## src/rtl/rv_if_pkg.sv

```systemverilog
// Shared fetch-stage types and constants.
// The optional IF_FQ_BYPASS_EN feature lives in stage_if_fq.
package rv_if_pkg;

    localparam int INST_BYTES = 4;
    localparam int ENTRY_XLEN = 32;

    typedef struct packed {
        logic [ENTRY_XLEN-1:0] pc;
        logic [ENTRY_XLEN-1:0] inst;
    } fetch_entry_t;

    function automatic bit fq_depth_ok(input int depth);
        return (depth >= 2) && ((depth & (depth - 1)) == 0);
    endfunction

endpackage

```

## src/rtl/stage_if_fq_queue.sv

```systemverilog
// Circular prefetch FIFO with push, pop, clear and occupancy count.
// Pop from empty is ignored; clear wins over push and pop.
module if_fetch_queue
    import rv_if_pkg::*;
#(
    parameter int W     = 64,
    parameter int DEPTH = 4
) (
    input  logic                     clk,
    input  logic                     rst,
    input  logic                     push,
    input  logic [W-1:0]             wdata,
    input  logic                     pop,
    input  logic                     clear,
    output logic [W-1:0]             rdata,
    output logic [$clog2(DEPTH):0]   count,
    output logic                     full,
    output logic                     empty
);

    localparam int AW = $clog2(DEPTH);
    localparam int CW = AW + 1;

    logic [W-1:0]  mem [DEPTH];
    logic [AW-1:0] wr_ptr;
    logic [AW-1:0] rd_ptr;
    logic          do_push;
    logic          do_pop;

    assign empty   = (count == '0);
    assign full    = (count == CW'(DEPTH));
    assign do_push = push && !full;
    assign do_pop  = pop && !empty;
    assign rdata   = mem[rd_ptr];

    always_ff @(posedge clk or posedge rst) begin
        if (rst) begin
            wr_ptr <= '0;
            rd_ptr <= '0;
            count  <= '0;
        end else if (clear) begin
            wr_ptr <= '0;
            rd_ptr <= '0;
            count  <= '0;
        end else begin
            if (do_push) wr_ptr <= wr_ptr + 1'b1;
            if (do_pop)  rd_ptr <= rd_ptr + 1'b1;
            count <= count + CW'(do_push) - CW'(do_pop);
        end
    end

    // Storage needs no reset: empty hides stale contents.
    always_ff @(posedge clk) begin
        if (do_push && !clear) mem[wr_ptr] <= wdata;
    end

endmodule

```

## src/rtl/stage_if_fq.sv

```systemverilog
// Instruction fetch stage with prefetch queue and redirect handling.
// Define IF_FQ_BYPASS_EN to present a response to decode in its arrival cycle.
module stage_if_fq
    import rv_if_pkg::*;
#(
    parameter int               XLEN     = 32,
    parameter int               FQ_DEPTH = 4,
    parameter logic [XLEN-1:0]  RESET_PC = '0
) (
    input  logic            clk,
    input  logic            rst,
    input  logic            br_ctrl,
    input  logic [XLEN-1:0] br_addr,
    input  logic            flush_i,
    input  logic [XLEN-1:0] new_pc_i,
    output logic            imem_req_o,
    output logic [XLEN-1:0] imem_addr_o,
    input  logic [XLEN-1:0] imem_rdata_i,
    output logic            if_valid_o,
    input  logic            if_ready_i,
    output logic [XLEN-1:0] if_inst,
    output logic [XLEN-1:0] if_pc
);

    localparam int CW = $clog2(FQ_DEPTH) + 1;

    if (!fq_depth_ok(FQ_DEPTH)) begin : g_bad_depth
        $error("FQ_DEPTH must be a power of two >= 2");
    end

    logic [XLEN-1:0]   pc;
    logic [XLEN-1:0]   inflight_pc;
    logic              inflight;
    logic              drop;
    logic              redirect;
    logic [XLEN-1:0]   target;
    logic [CW-1:0]     count;
    logic [CW:0]       occupancy;
    logic              resp_ok;
    logic              push;
    logic              pop;
    logic              fq_full;
    logic              fq_empty;
    logic [2*XLEN-1:0] head;
    logic [2*XLEN-1:0] resp_entry;

    assign redirect    = flush_i || br_ctrl;
    assign target      = flush_i ? new_pc_i : br_addr;
    assign occupancy   = {1'b0, count} + (CW+1)'(inflight);
    assign imem_req_o  = !rst && !redirect && (occupancy < (CW+1)'(FQ_DEPTH));
    assign imem_addr_o = pc;
    assign resp_ok     = inflight && !drop && !redirect;
    assign resp_entry  = {inflight_pc, imem_rdata_i};
    assign pop         = !redirect && !fq_empty && if_ready_i;

`ifdef IF_FQ_BYPASS_EN
    logic bypass;
    assign bypass     = fq_empty && resp_ok;
    assign if_valid_o = !redirect && (!fq_empty || bypass);
    assign push       = resp_ok && !fq_full && !(bypass && if_ready_i);
    assign {if_pc, if_inst} = !fq_empty ? head :
                              bypass    ? resp_entry : '0;
`else
    assign if_valid_o = !redirect && !fq_empty;
    assign push       = resp_ok && !fq_full;
    assign {if_pc, if_inst} = fq_empty ? '0 : head;
`endif

    if_fetch_queue #(
        .W     (2*XLEN),
        .DEPTH (FQ_DEPTH)
    ) u_fq (
        .clk   (clk),
        .rst   (rst),
        .push  (push),
        .wdata (resp_entry),
        .pop   (pop),
        .clear (redirect),
        .rdata (head),
        .count (count),
        .full  (fq_full),
        .empty (fq_empty)
    );

    // A redirect discards whatever response is returning in that cycle.
    always_ff @(posedge clk or posedge rst) begin
        if (rst) begin
            pc          <= RESET_PC;
            inflight    <= 1'b0;
            inflight_pc <= '0;
            drop        <= 1'b0;
        end else begin
            inflight <= imem_req_o;
            drop     <= redirect && inflight;
            if (imem_req_o) inflight_pc <= pc;
            if (redirect)
                pc <= target & ~XLEN'(3);
            else if (imem_req_o)
                pc <= pc + XLEN'(INST_BYTES);
        end
    end

endmodule

```

## config.mk

```make
export PLATFORM = sky130hd
export DESIGN_NAME = stage_if_fq
export DESIGN_NICKNAME = d
export VERILOG_FILES = /design/src/rtl/rv_if_pkg.sv /design/src/rtl/stage_if_fq_queue.sv /design/src/rtl/stage_if_fq.sv
export SDC_FILE = /design/constraint.sdc
export NUM_CORES = 1
export LEC_CHECK = 0
export CAP_MARGIN = 0
export CORE_ASPECT_RATIO = 1.25
export CORE_MARGIN = 2
export CORE_UTILIZATION = 58
export CTS_CLUSTER_DIAMETER = 150
export CTS_CLUSTER_SIZE = 12
export DETAILED_ROUTE_END_ITERATION = 7
export PLACE_DENSITY = 0.85
export SKIP_CTS_REPAIR_TIMING = 1
export SLEW_MARGIN = 20
export SYNTH_ARGS = -nofsm -noshare
export SYNTH_HDL_FRONTEND = slang
export SYNTH_SLANG_ARGS = --single-unit
```

## constraint.sdc

```tcl
create_clock -name clk -period 5.3 [get_ports clk]
set_input_delay 0.53 -clock clk [delete_from_list [all_inputs] [get_ports clk]]
set_output_delay 0.53 -clock clk [all_outputs]
set_load 0.02 [all_outputs]
```

== After elaboration in Yosys (flattened, before gate mapping) ==
Memory sizes are Yosys's and may differ from the RTL's.
Cells that the tools add are included.

* Register bits after elaboration: 73
* Memory bits (writable): 256
* Input bits: 101
* Output and inout port bits: 98
* Logic and storage cells: 48
* Memories kept: 1

* $add $sub $neg: 6
* Order comparisons: 1
* Equality and inequality tests: 1
* Multiplexer cells: 11
* Reduce and logical (&&, ||, !) cells: 21

{| class="wikitable"
|+ Memory list
! name !! depth !! bits a word !! rd ports !! clocked after Yosys merged registers in !! wr ports !! line !! text
|-
| u_fq.mem || 4 || 64 || 1 || 0 || 1 || stage_if_fq_queue.sv:24 || <nowiki>logic [W-1:0] mem [DEPTH];</nowiki>
|}

{| class="wikitable"
|+ Operators with widths
! operator !! number
|-
| 32-bit 2-to-1 mux || 3
|-
| 64-bit 2-to-1 mux || 1
|-
| 32-bit by 3-bit adder with 32-bit output (second input constant) || 1
|-
| 1-bit logical AND || 11
|-
| 2-bit 2-to-1 mux || 4
|-
| 2-bit nonzero test || 3
|-
| 1-bit zero test || 5
|-
| 2-bit by 1-bit adder with 2-bit output (second input constant) || 2
|-
| 3-bit by 1-bit adder with 4-bit output || 1
|-
| 4-bit by 3-bit < comparator with 1-bit output (second input constant) || 1
|-
| 3-bit by 1-bit adder with 3-bit output || 1
|-
| 3-bit equality test (second input constant) || 1
|-
| 3-bit zero test || 1
|-
| 3-bit 2-to-1 mux || 1
|-
| 3-bit by 1-bit subtractor with 3-bit output || 1
|-
| 1-bit 2-to-1 mux || 2
|-
| 1-bit logical OR || 1
|}

== Depth between registers and ports, before layout ==
Gate-level depths: netlist of run 1.

* Depth after elaboration: 8
* Depth in mapped cells: 11
* Depth with buffers taken out: 11

== By module ==
A second synthesis of run 1 with hierarchy kept.

* Cells, all modules: 866
* Area total of the unflattened synthesis: 13590.5 um^2

{| class="wikitable"
|+ By module, submodules not included
! module !! instances !! cells each !! area an instance (um^2)
|-
| if_fetch_queue || 1 || 383 || 9688.0
|-
| stage_if_fq || 1 || 483 || 3902.5
|}

== Least setup slack after synthesis of run 1 ==
No wires, ideal clock.

* Kind: input port to flip-flop
* From: in flush_i
* To: mem u_fq.mem[0][0] (enable)
* Setup time: 426 ps
* Data arrival time: 2982 ps
* Setup slack: 1892 ps
* Stages on the path: 3
* Buffers on the path: 0
* Path through: or2_0 a2111oi_2 and2_1

* Longest elaborated chain between the ends: 8

{| class="wikitable"
|+ RTL lines
! what !! line !! text
|-
| start: declaration || stage_if_fq.sv:14 || <nowiki>input logic flush_i,</nowiki>
|-
| 1-bit logical OR (*) || stage_if_fq.sv:47 || <nowiki>assign redirect = flush_i || br_ctrl;</nowiki>
|-
| 1-bit zero test (*) || stage_if_fq_queue.sv:54, stage_if_fq.sv:52 ||
|-
| 1-bit logical AND || stage_if_fq.sv:52 || <nowiki>assign resp_ok = inflight && !drop && !redirect;</nowiki>
|-
| 1-bit logical AND || stage_if_fq.sv:65 || <nowiki>assign push = resp_ok && !fq_full;</nowiki>
|-
| 1-bit logical AND || stage_if_fq_queue.sv:32 || <nowiki>assign do_push = push && !full;</nowiki>
|-
| 1-bit logical AND (*) || stage_if_fq_queue.sv:54 || <nowiki>if (do_push && !clear) mem[wr_ptr] <= wdata;</nowiki>
|-
| 1-bit 2-to-1 mux (*) || stage_if_fq_queue.sv:54 ||
|-
| 1-bit 2-to-1 mux (not written as such) (*) || stage_if_fq_queue.sv:54 ||
|-
| end: declaration || stage_if_fq_queue.sv:24 ||
|}

Mark *: on every way between the ends. The rest lies on a longest branch, timed or not.

== Worst setup path in the final report of run 1 ==
* From: reg u_fq.count[1]
* To: out imem_req_o

* Longest elaborated chain between the ends: 3

{| class="wikitable"
|+ RTL lines
! what !! line !! text
|-
| start: declaration || stage_if_fq_queue.sv:16 || <nowiki>output logic [$clog2(DEPTH):0] count,</nowiki>
|-
| start signal: assignment || stage_if_fq_queue.sv:48 || <nowiki>count <= count + CW'(do_push) - CW'(do_pop);</nowiki>
|-
| 3-bit by 1-bit adder with 4-bit output || stage_if_fq.sv:49 || <nowiki>assign occupancy = {1'b0, count} + (CW+1)'(inflight);</nowiki>
|-
| 4-bit by 3-bit < comparator with 1-bit output || stage_if_fq.sv:50 || <nowiki>assign imem_req_o = !rst && !redirect && (occupancy < (CW+1)'(FQ_DEPTH));</nowiki>
|-
| 1-bit logical AND || stage_if_fq.sv:50 ||
|-
| end: declaration || stage_if_fq.sv:16 || <nowiki>output logic imem_req_o,</nowiki>
|}

No other way between the ends.

==> metrics, run 1 <==
final worst path period need=4094 ps; CTS Buf Count=30; Int Power=4.076 mW; CTS tree=built; port bufs=190; Tcrit/Tclk final=0.7724; ys flop type=edfxtp_1; P_leak=5.756 nW; critical path arrival=3560 ps; max_slew headroom=0.3291; Routed WL=27.05 mm; Commonest cells post-synth=248 x edfxtp_1, 122 x nand2_1, 69 x dfrtp_1, 67 x nor2b_1, 62 x mux4_2; Layout Skew=19.54 ps; Clock power frac=0.370; crit end category=primary output; Critical Path Fanout Max=36; GP Congestion=0.8173; Crit Path Class=reg2out; Chip Width=139.9 microns; utilization after layout=0.7215; Mapped Area=13390 sq um; RSZ-0062 raised after global routing=false; Cell Area, Placed=15580 sq um; Worst-Margin Slew=1006 ps; average cell area after synthesis=15.46 sq um; Critical Path, Cell by Cell=ha_1, and4b_4, a22oi_4, nor2_4, nand2_2, buf_4, inv_2, clkdlybuf4s50_1; # H-tree levels=1; fraction of layout cells with a size suffix above 1=0.1317; residual DRC count=0; die area=24330 sq um; Post-Place Setup Slack=1607 ps; Overflow after GRT=0; Seq pwr share=0.559; area leader, netlist=edfxtp_1; Startpoint Class=flop; Peak VDD IR=0.3064 mV; total number of vias=7798; Routed Antenna Nets=0; CP max stage delay=720 ps; antenna cells=0; GRT Util Overall=0.2250; initial antenna violation count=0; top cells by area, synth=edfxtp_1 56%, dfrtp_1 13%, mux4_2 10%, nand2_1 3.4%, nor2b_1 3.1%; I/O pin total=199; Final Hold Fails=0; clk slew on worst S/H paths=60 ps; worst skew pair latency=540 ps; pwr/cell area=317.2 nW/um^2; clock tree sinks=317; CP max-delay cell=clkdlybuf4s50_1; Max Cap Viol=0; Root Driver=clkbuf_16; register area share after synthesis=0.6850; Via density=5.709; Pre-Repair DR Iteration Count=5; post-synth top area share=0.5561; EDFF count, synth=248; drt wl/cell=19.80 microns; Syn-to-layout area delta=22.88%; Setup violations, final=0; Max Clock Freq=0.2443 GHz; status=finished, final reports clean; Hold Path Class=reg2reg; final setup margin=1206 ps; HP Start=inflight_pc[25]; design area=16460 sq um; Die Ht=173.9 microns; first-pass GRT wire length=43.43 mm; Unique masters post-synth=68; Ys Warns=0; Mapped Cells=866; ys async rst share=0.2177; Sw Ratio=0.2192; Req. time, crit path=4770 ps; Iteration-0 DRC Markers=540; synthesis-stage register bit count=317; nets@finish=1165; Clock Path Buffers=3; largest net degree at the start of global routing=70; Crit. Startpoint=u_fq.count[1]; Combinational Power Share=0.071; Rows=62; setup tns final=0 ps; effective utilization at floorplan=0.5872; Net Switching=1.144 mW; worst r2r src=u_fq.count[1]; vias in the first global route=8215; post-DP HPWL=16.87 mm; Core Area=22810 sq um; final slew viol count=0; total power=5.220 mW; leading cell type by number of instances after synthesis=edfxtp_1
sequential cells by signal, summed over array words and instances, names as in the netlist:
| signal | count |
|---|---|
| u_fq.count | 3 |
| u_fq.mem | 248 |
| inflight_pc | 30 |
| u_fq.wr_ptr | 2 |
| drop | 1 |
| inflight | 1 |
| imem_addr_o | 30 |
| u_fq.rd_ptr | 2 |
metrics by stage:
stage / hold slack [ps] / cells
global placement: 489.6 / 1311
floorplan: 475.8 / 869
finish: 522.8 / 1366
global route: 545.8 / 1366
detailed placement: 510.2 / 1311
CTS: 524.1 / 1366
worst paths after layout:
check                           depth (start not counted)  slack (ps)              end
max in group asynchronous                               3        3620   u_fq.rd_ptr[0]
min in group asynchronous                               3        1030             drop
worst min register to register                          0         520  u_fq.mem[3][57]
worst max register to register                          4        2460  u_fq.mem[1][48]
worst min-delay path                                    0         520  u_fq.mem[3][57]
worst max-delay path                                    8        1210       imem_req_o
logic make-up after synthesis:
kind of cell,count (synthesis),share of synthesized area
flops,317,0.6850
simple gates,284,0.1116
compound gates,93,0.04522
mux,72,0.1118
buf+inv,69,0.02336
xor+xnor,21,0.01373
fa+ha+maj,9,0.008970
other cells,1,0.0002800
final cells by class:
class | count | area, sq um
Clock buffer | 54 | 862.1
Clock inverter | 1 | 8.758
Fill cell | 1486 | 6351
Inverter | 20 | 75.07
Multi-Input combinational cell | 483 | 3926
Sequential cell | 317 | 9179
Tap cell | 288 | 360.3
Timing Repair Buffer | 203 | 2044
power groups by stage:
stage	clock, mW	combinational, mW	sequential [mW]
4_1_cts	1.96	0.375	2.92
6_report	1.93	0.372	2.92
3_5_place_dp	0	0.371	2.96
5_1_grt	2.06	0.409	2.93
2_1_floorplan	0	0.172	2.95
3_3_place_gp	0	0.362	2.95
placed cells by master (no fill, tap or decap), types with 6 or more instances in the layout:
master           Yosys  final
clkbuf_1            19     23
a221oi_1             6      6
nand4_1              8      8
inv_1               19     18
dfrtp_1             69     67
a21oi_1             34     34
o21ai_0             24     24
buf_4                4      9
clkdlybuf4s50_1      0    189
mux2i_1              9      9
xnor2_1              9      9
nand3_1             11     11
clkbuf_16            0     31
xor2_1              12     12
ha_1                 8      8
nor2_1              32     32
edfxtp_1           248    248
mux4_2              62     62
nand2_1            122    122
nor2b_1             67     67
critical path, delay by kind of cell (launching register included):
| kind | cells | cell delay [ps] |
|---|---|---|
| AO/OA/AOI/OAI | 1 | 120 |
| adder cells (fa/ha/maj) | 1 | 280 |
| flip-flops | 1 | 500 |
| buffers and inverters | 3 | 1440 |
| AND/OR/NAND/NOR | 3 | 660 |
per-layer routing:
| layer | track usage | part of all wire | up-vias |
|---|---|---|---|
| li1 | - | - | 3603 |
| met4 | 0.05208 | 0.016 | 0 |
| met1 | 0.2999 | 0.40 | 3857 |
| met3 | 0.03425 | 0.065 | 36 |
| met5 | 0 | 0 | - |
| met2 | 0.3955 | 0.52 | 302 |
Power figures use the tool's default switching activity.
==> inputs of run 2 (changes only) <==
--- a/config.mk
+++ b/config.mk
@@ -8,11 +8,11 @@
 export CAP_MARGIN = 0
 export CORE_ASPECT_RATIO = 1.25
 export CORE_MARGIN = 2
-export CORE_UTILIZATION = 58
+export CORE_UTILIZATION = 49
 export CTS_CLUSTER_DIAMETER = 150
 export CTS_CLUSTER_SIZE = 12
 export DETAILED_ROUTE_END_ITERATION = 7
-export PLACE_DENSITY = 0.85
+export PLACE_DENSITY = 0.76
 export SKIP_CTS_REPAIR_TIMING = 1
 export SLEW_MARGIN = 20
 export SYNTH_ARGS = -nofsm -noshare
==> constraint.sdc (replaced) <==
create_clock -name clk -period 3.3 [get_ports clk]
set_input_delay 0.33 -clock clk [delete_from_list [all_inputs] [get_ports clk]]
set_output_delay 0.33 -clock clk [all_outputs]
set_load 0.02 [all_outputs]
==> run 2 against run 1 <==
Net effect:
- flip-flop and latch count did not move
- final area is 1.4% higher
- critical path depth down 4
- clock power rose by 60%
- worst hold slack worse by 180 ps
- critical endpoint is now if_pc[8]
- highest routed layer unchanged
==> metrics, run 2 (same netlist as run 1, synthesis figures left out) <==
Multi-input gate area=3931 sq um (+0.13%); Hold Path Class=in2reg; commonest non-fill, non-tap cells in the layout=248 x edfxtp_1, 189 x clkdlybuf4s50_1, 122 x nand2_1; number of flip-flops in the largest register=248 (unchanged); design area=16690 sq um (+1.4%); Clock Path Buffers=3 (unchanged); first-pass GRT wire length=44.24 mm (+1.9%); Final Hold Fails=0 (unchanged); reg2reg end=imem_addr_o[22]; max_slew headroom=0.4027 (+0.07366); Via density=5.474 (-4.1%); CTS Buf Count=30 (unchanged); vias in the first global route=8134 (-0.99%); Iteration-0 DRC Markers=504 (-6.7%); worst r2r src=u_fq.count[1]; effective utilization at floorplan=0.4992 (-0.08797); # H-tree levels=1 (unchanged); final slew viol count=0 (unchanged); largest net degree at the start of global routing=70 (unchanged); final setup margin=203.0 ps (-1003 ps); Tcrit/Tclk final=0.9385; utilization after layout=0.6222 (-0.09937); total number of vias=7849 (+0.65%); nets@finish=1176 (+0.94%); HP Start=new_pc_i[18]; worst skew pair latency=540 ps (about the same); P_leak=5.837 nW (+1.4%); Worst-Margin Slew=895.9 ps (-110.5 ps); Critical Path Fanout Max=18 (-50%); antenna cells=0 (unchanged); I/O pin total=199 (unchanged); Pre-Repair DR Iteration Count=5 (unchanged); Post-Place Setup Slack=629.7 ps (-976.8 ps); Crit Path Class=reg2out; Syn-to-layout area delta=24.63%; hold endpoint=imem_addr_o[18]; port bufs=190 (unchanged); crit end category=primary output; RSZ-0062 raised after global routing=false; reg2reg setup slack=830 ps (-1630 ps); Startpoint Class=flop; Core Area=26830 sq um (+18%); Biggest register=u_fq.mem; GP Congestion=0.8693 (+6.4%); GRT Util Overall=0.1950 (-0.02998); fillcell total=2007 (+35%); commonest non-fill, non-tap cell in the layout=edfxtp_1; Routed WL=27.70 mm (+2.4%); initial antenna violation count=0 (unchanged); Rows=67 (+8.1%); Req. time, crit path=2970 ps (-1800 ps); clk slew on worst S/H paths=60 ps (about the same); Max Clock Freq=0.3229 GHz; residual DRC count=0 (unchanged); critical path arrival=2770 ps (-790 ps); final worst path period need=3097 ps; Setup violations, final=0 (unchanged); CP max stage delay=670 ps (-50 ps); Cell Area, Placed=15810 sq um (+1.5%); Root Driver=clkbuf_16; CTS tree=built; Register Area=9179 sq um (unchanged); hold depth=3 (+3); drt wl/cell=19.32 microns (-2.5%); Die Ht=188.8 microns (+8.6%); Max Cap Viol=0 (unchanged); Overflow after GRT=0 (unchanged); setup tns final=0 ps (unchanged); clock tree sinks=317 (unchanged); Layout Skew=11.59 ps (-7.948 ps); fraction of layout cells with a size suffix above 1=0.1405 (+0.008770); CP max-delay cell=dfrtp_4; Peak VDD IR=0.3327 mV (+8.6%); Critical Path, Cell by Cell=buf_4, mux4_2, nor2b_1, clkdlybuf4s50_1; pwr/cell area=502.5 nW/um^2 (+58%); Routed Antenna Nets=0 (unchanged); die area=28680 sq um (+18%); worst reg2reg path depth=8 (+4); Chip Width=151.9 microns (+8.5%); post-DP HPWL=17.76 mm (+5.3%); status=finished, final reports clean
[run 2: worst max-delay path by stage]
stage	startpoint	endpoint	slack, ps
global placement	br_ctrl	u_fq.mem[2][2]	690
global route	u_fq.rd_ptr[0]	if_inst[27]	70
detailed placement	br_ctrl	u_fq.count[2]	630
floorplan	u_fq.count[1]	u_fq.mem[1][0]	80
CTS	u_fq.count[1]	imem_req_o	90
finish	u_fq.rd_ptr[0]	if_pc[8]	200
[run 2: per-stage QoR]
stage               cells  power, mW  hold WS (ps)
finish               1434      8.387         340.6
detailed placement   1378      5.369         504.2
global route         1434      8.707         337.8
global placement     1378      5.343         489.6
CTS                  1433      8.461         323.1
floorplan             869      5.020         428.9
[run 2: critical path, delay by kind of cell (launching register included)]
family                 cells  cell delay, ps
buffers and inverters      2             870
flip-flops                 1             670
multiplexers               1             510
AND/OR/NAND/NOR            1             160
[run 2: report_power, final]
| group | switching [mW] | internal (mW) | leakage, nW | total [mW] |
|---|---|---|---|---|
| Sequential | 0.191 | 4.50 | 3.10 | 4.69 |
| Combinational | 0.303 | 0.302 | 2.32 | 0.605 |
| Clock | 1.34 | 1.75 | 0.414 | 3.09 |
[run 2: final cells by class]
cell class / count / share of cell area
inverter: 20 / 0.004498
sequential: 317 / 0.5500
timing repair buffer: 214 / 0.1319
multi-input combinational: 483 / 0.2355
clock inverter: 1 / 0.0005248
tap: 345 / 0.02586
clock buffer: 54 / 0.05165
[run 2: per-layer routing]
metal | wire, microns | track usage
met3 | 1767 | 0.03818
met5 | 0 | 0
met4 | 441 | 0.04529
met2 | 13880 | 0.3314
met1 | 11610 | 0.2630
==> inputs of run 3 (changes only) <==
--- a/config.mk
+++ b/config.mk
@@ -13,6 +13,7 @@
 export CTS_CLUSTER_SIZE = 12
 export DETAILED_ROUTE_END_ITERATION = 7
 export PLACE_DENSITY = 0.76
+export RECOVER_POWER = 50
 export SKIP_CTS_REPAIR_TIMING = 1
 export SLEW_MARGIN = 20
 export SYNTH_ARGS = -nofsm -noshare
==> run 3 against run 2 <==
Net effect:
- the flow now finishes with violations (capacitance limit, slew limit)
- worst hold slack gained 1.1 ps
- wire length fell by 0.27%
- register-to-register slack lost 500 ps
- cell count is the same
- flip-flop and latch count did not move
- global-route usage unchanged
==> metrics, run 3 (same netlist as run 1, synthesis figures left out) <==
max_slew headroom=-0.1582 (-0.5609); pwr/cell area=501.9 nW/um^2 (-0.12%); largest net degree at the start of global routing=70 (unchanged); Max Cap Viol=1 (+1); Core Area=26830 sq um (unchanged); Final Hold Fails=0 (unchanged); critical path arrival=2760 ps (about the same); fraction of layout cells with a size suffix above 1=0.1341 (-0.006428); Tcrit/Tclk final=0.9378 (about the same); Crit Path Class=reg2out; Req. time, crit path=2970 ps (about the same); post-DP HPWL=17.76 mm (unchanged); Peak VDD IR=0.3324 mV (-0.10%); Overflow after GRT=0 (unchanged); Clock Path Buffers=3 (unchanged); Iteration-0 DRC Markers=475 (-5.8%); Die Ht=188.8 microns (unchanged); P_leak=5.845 nW (+0.13%); CTS tree=built; total number of vias=7860 (+0.14%); commonest non-fill, non-tap cells in the layout=248 x edfxtp_1, 136 x clkdlybuf4s50_1, 122 x nand2_1; Biggest register=u_fq.mem; GP Congestion=0.8693 (unchanged); CTS Buf Count=30 (unchanged); clk slew on worst S/H paths=60 ps (about the same); Syn-to-layout area delta=24.45%; total power=8.365 mW (-0.26%); setup tns final=0 ps (unchanged); Worst-Margin Slew=1737 ps (+841.4 ps); Routed Antenna Nets=0 (unchanged); CP max-delay cell=dfrtp_4; final hold slack=341.7 ps (+1.068 ps); nets@finish=1176 (unchanged); port bufs=190 (unchanged); Setup violations, final=0 (unchanged); Placed Instances=1378 (unchanged); I/O pin total=199 (unchanged); Routed WL=27.63 mm (-0.27%); Layout Skew=11.62 ps (+0.02810 ps); CP max stage delay=670 ps (about the same); Via density=5.481 (+0.14%); status=finished with violations; Post-Route M1 WL=11.53 mm (-0.71%); die area=28680 sq um (unchanged); utilization after layout=0.6213 (-0.0008860); initial antenna violation count=0 (unchanged); effective utilization at floorplan=0.4992 (unchanged); antenna cells=0 (unchanged); fin cells=1434 (unchanged); clock tree sinks=317 (unchanged); Top Metal Used=met4; Pre-Repair DR Iteration Count=4 (-1); first-pass GRT wire length=44.24 mm (unchanged); Chip Width=151.9 microns (unchanged); residual DRC count=0 (unchanged); vias in the first global route=8134 (unchanged); Hold Path Class=in2reg; metal2 WL=13.84 mm (-0.30%); Critical Path, Cell by Cell=buf_4, mux4_2, nor2b_1, clkdlybuf4s50_1; number of flip-flops in the largest register=248 (unchanged); final slew viol count=70 (+70); met3 WL=1.838 mm (+4.0%); Startpoint Class=flop; Critical Path Fanout Max=18 (unchanged); Rows=67 (unchanged); drt wl/cell=19.26 microns (-0.27%); final worst path period need=3095 ps (-2.379 ps); RSZ-0062 raised after global routing=false; commonest non-fill, non-tap cell in the layout=edfxtp_1; GRT Util Overall=0.1950 (unchanged); Root Driver=clkbuf_16; # H-tree levels=1 (unchanged); failing checks=capacitance limit, slew limit; Max Clock Freq=0.3231 GHz (about the same); worst skew pair latency=540 ps (about the same); crit end category=primary output
## run 3: cell types whose count changed in the layout (fill, tap and decap cells not counted)
cell / delta
buf_4: -3
and2_4: -3
inv_2: -1
clkdlybuf4s50_1: -53
a2111oi_0: +1
clkbuf_1: +2
and2_1: +1
a2111oi_2: -1
clkinv_1: +1
and2_0: +2
clkbuf_2: +1
dlygate4sd3_1: +53
## run 3: per-stage QoR
stage	setup WS, ps	cell area [sq um]
6_report	205.3	16670
5_1_grt	64.31	16670
4_1_cts	92.05	16680
3_5_place_dp	629.7	15810
3_3_place_gp	688.9	15810
2_1_floorplan	84.05	13400
## run 3: power breakdown
group	internal (mW)	switching (mW)	total [mW]	leakage (nW)
combinational	0.283	0.301	0.584	2.33
clock	1.75	1.34	3.09	0.414
sequential	4.50	0.189	4.69	3.10
## run 3: final cells by class
type                    instances  area (sq um)
flip-flops and latches        317          9179
inverters                      20         75.07
repair buffers                214          2192
multi-input cells             483          3918
clock inverters                 1         8.758
well taps                     345         431.7
clock buffers                  54         862.1
fillers                      2014         10160
## run 3: worst paths after layout
path	slack (ps)	start	cells past startpoint	end
setup / recovery	210	u_fq.rd_ptr[0]	4	if_pc[8]
hold / removal	340	new_pc_i[18]	3	imem_addr_o[18]
setup reg to reg	330	u_fq.count[1]	5	u_fq.mem[1][46]
hold reg to reg	520	inflight_pc[29]	0	u_fq.mem[1][61]
max in group asynchronous	750	rst	4	u_fq.rd_ptr[0]
min in group asynchronous	1310	rst	4	inflight
## run 3: metal layers
layer / vias to the layer above / global-route usage
met2: 280 / 0.3314
met3: 35 / 0.03818
li1: 3636 / -
met4: 0 / 0.04529
met5: - / 0
met1: 3909 / 0.2630
## run 3: critical path, delay by kind of cell, from the launching register on
kind | cells | cell delay [ps]
flops | 1 | 670
simple gates | 1 | 160
buf+inv | 2 | 880
mux | 1 | 510
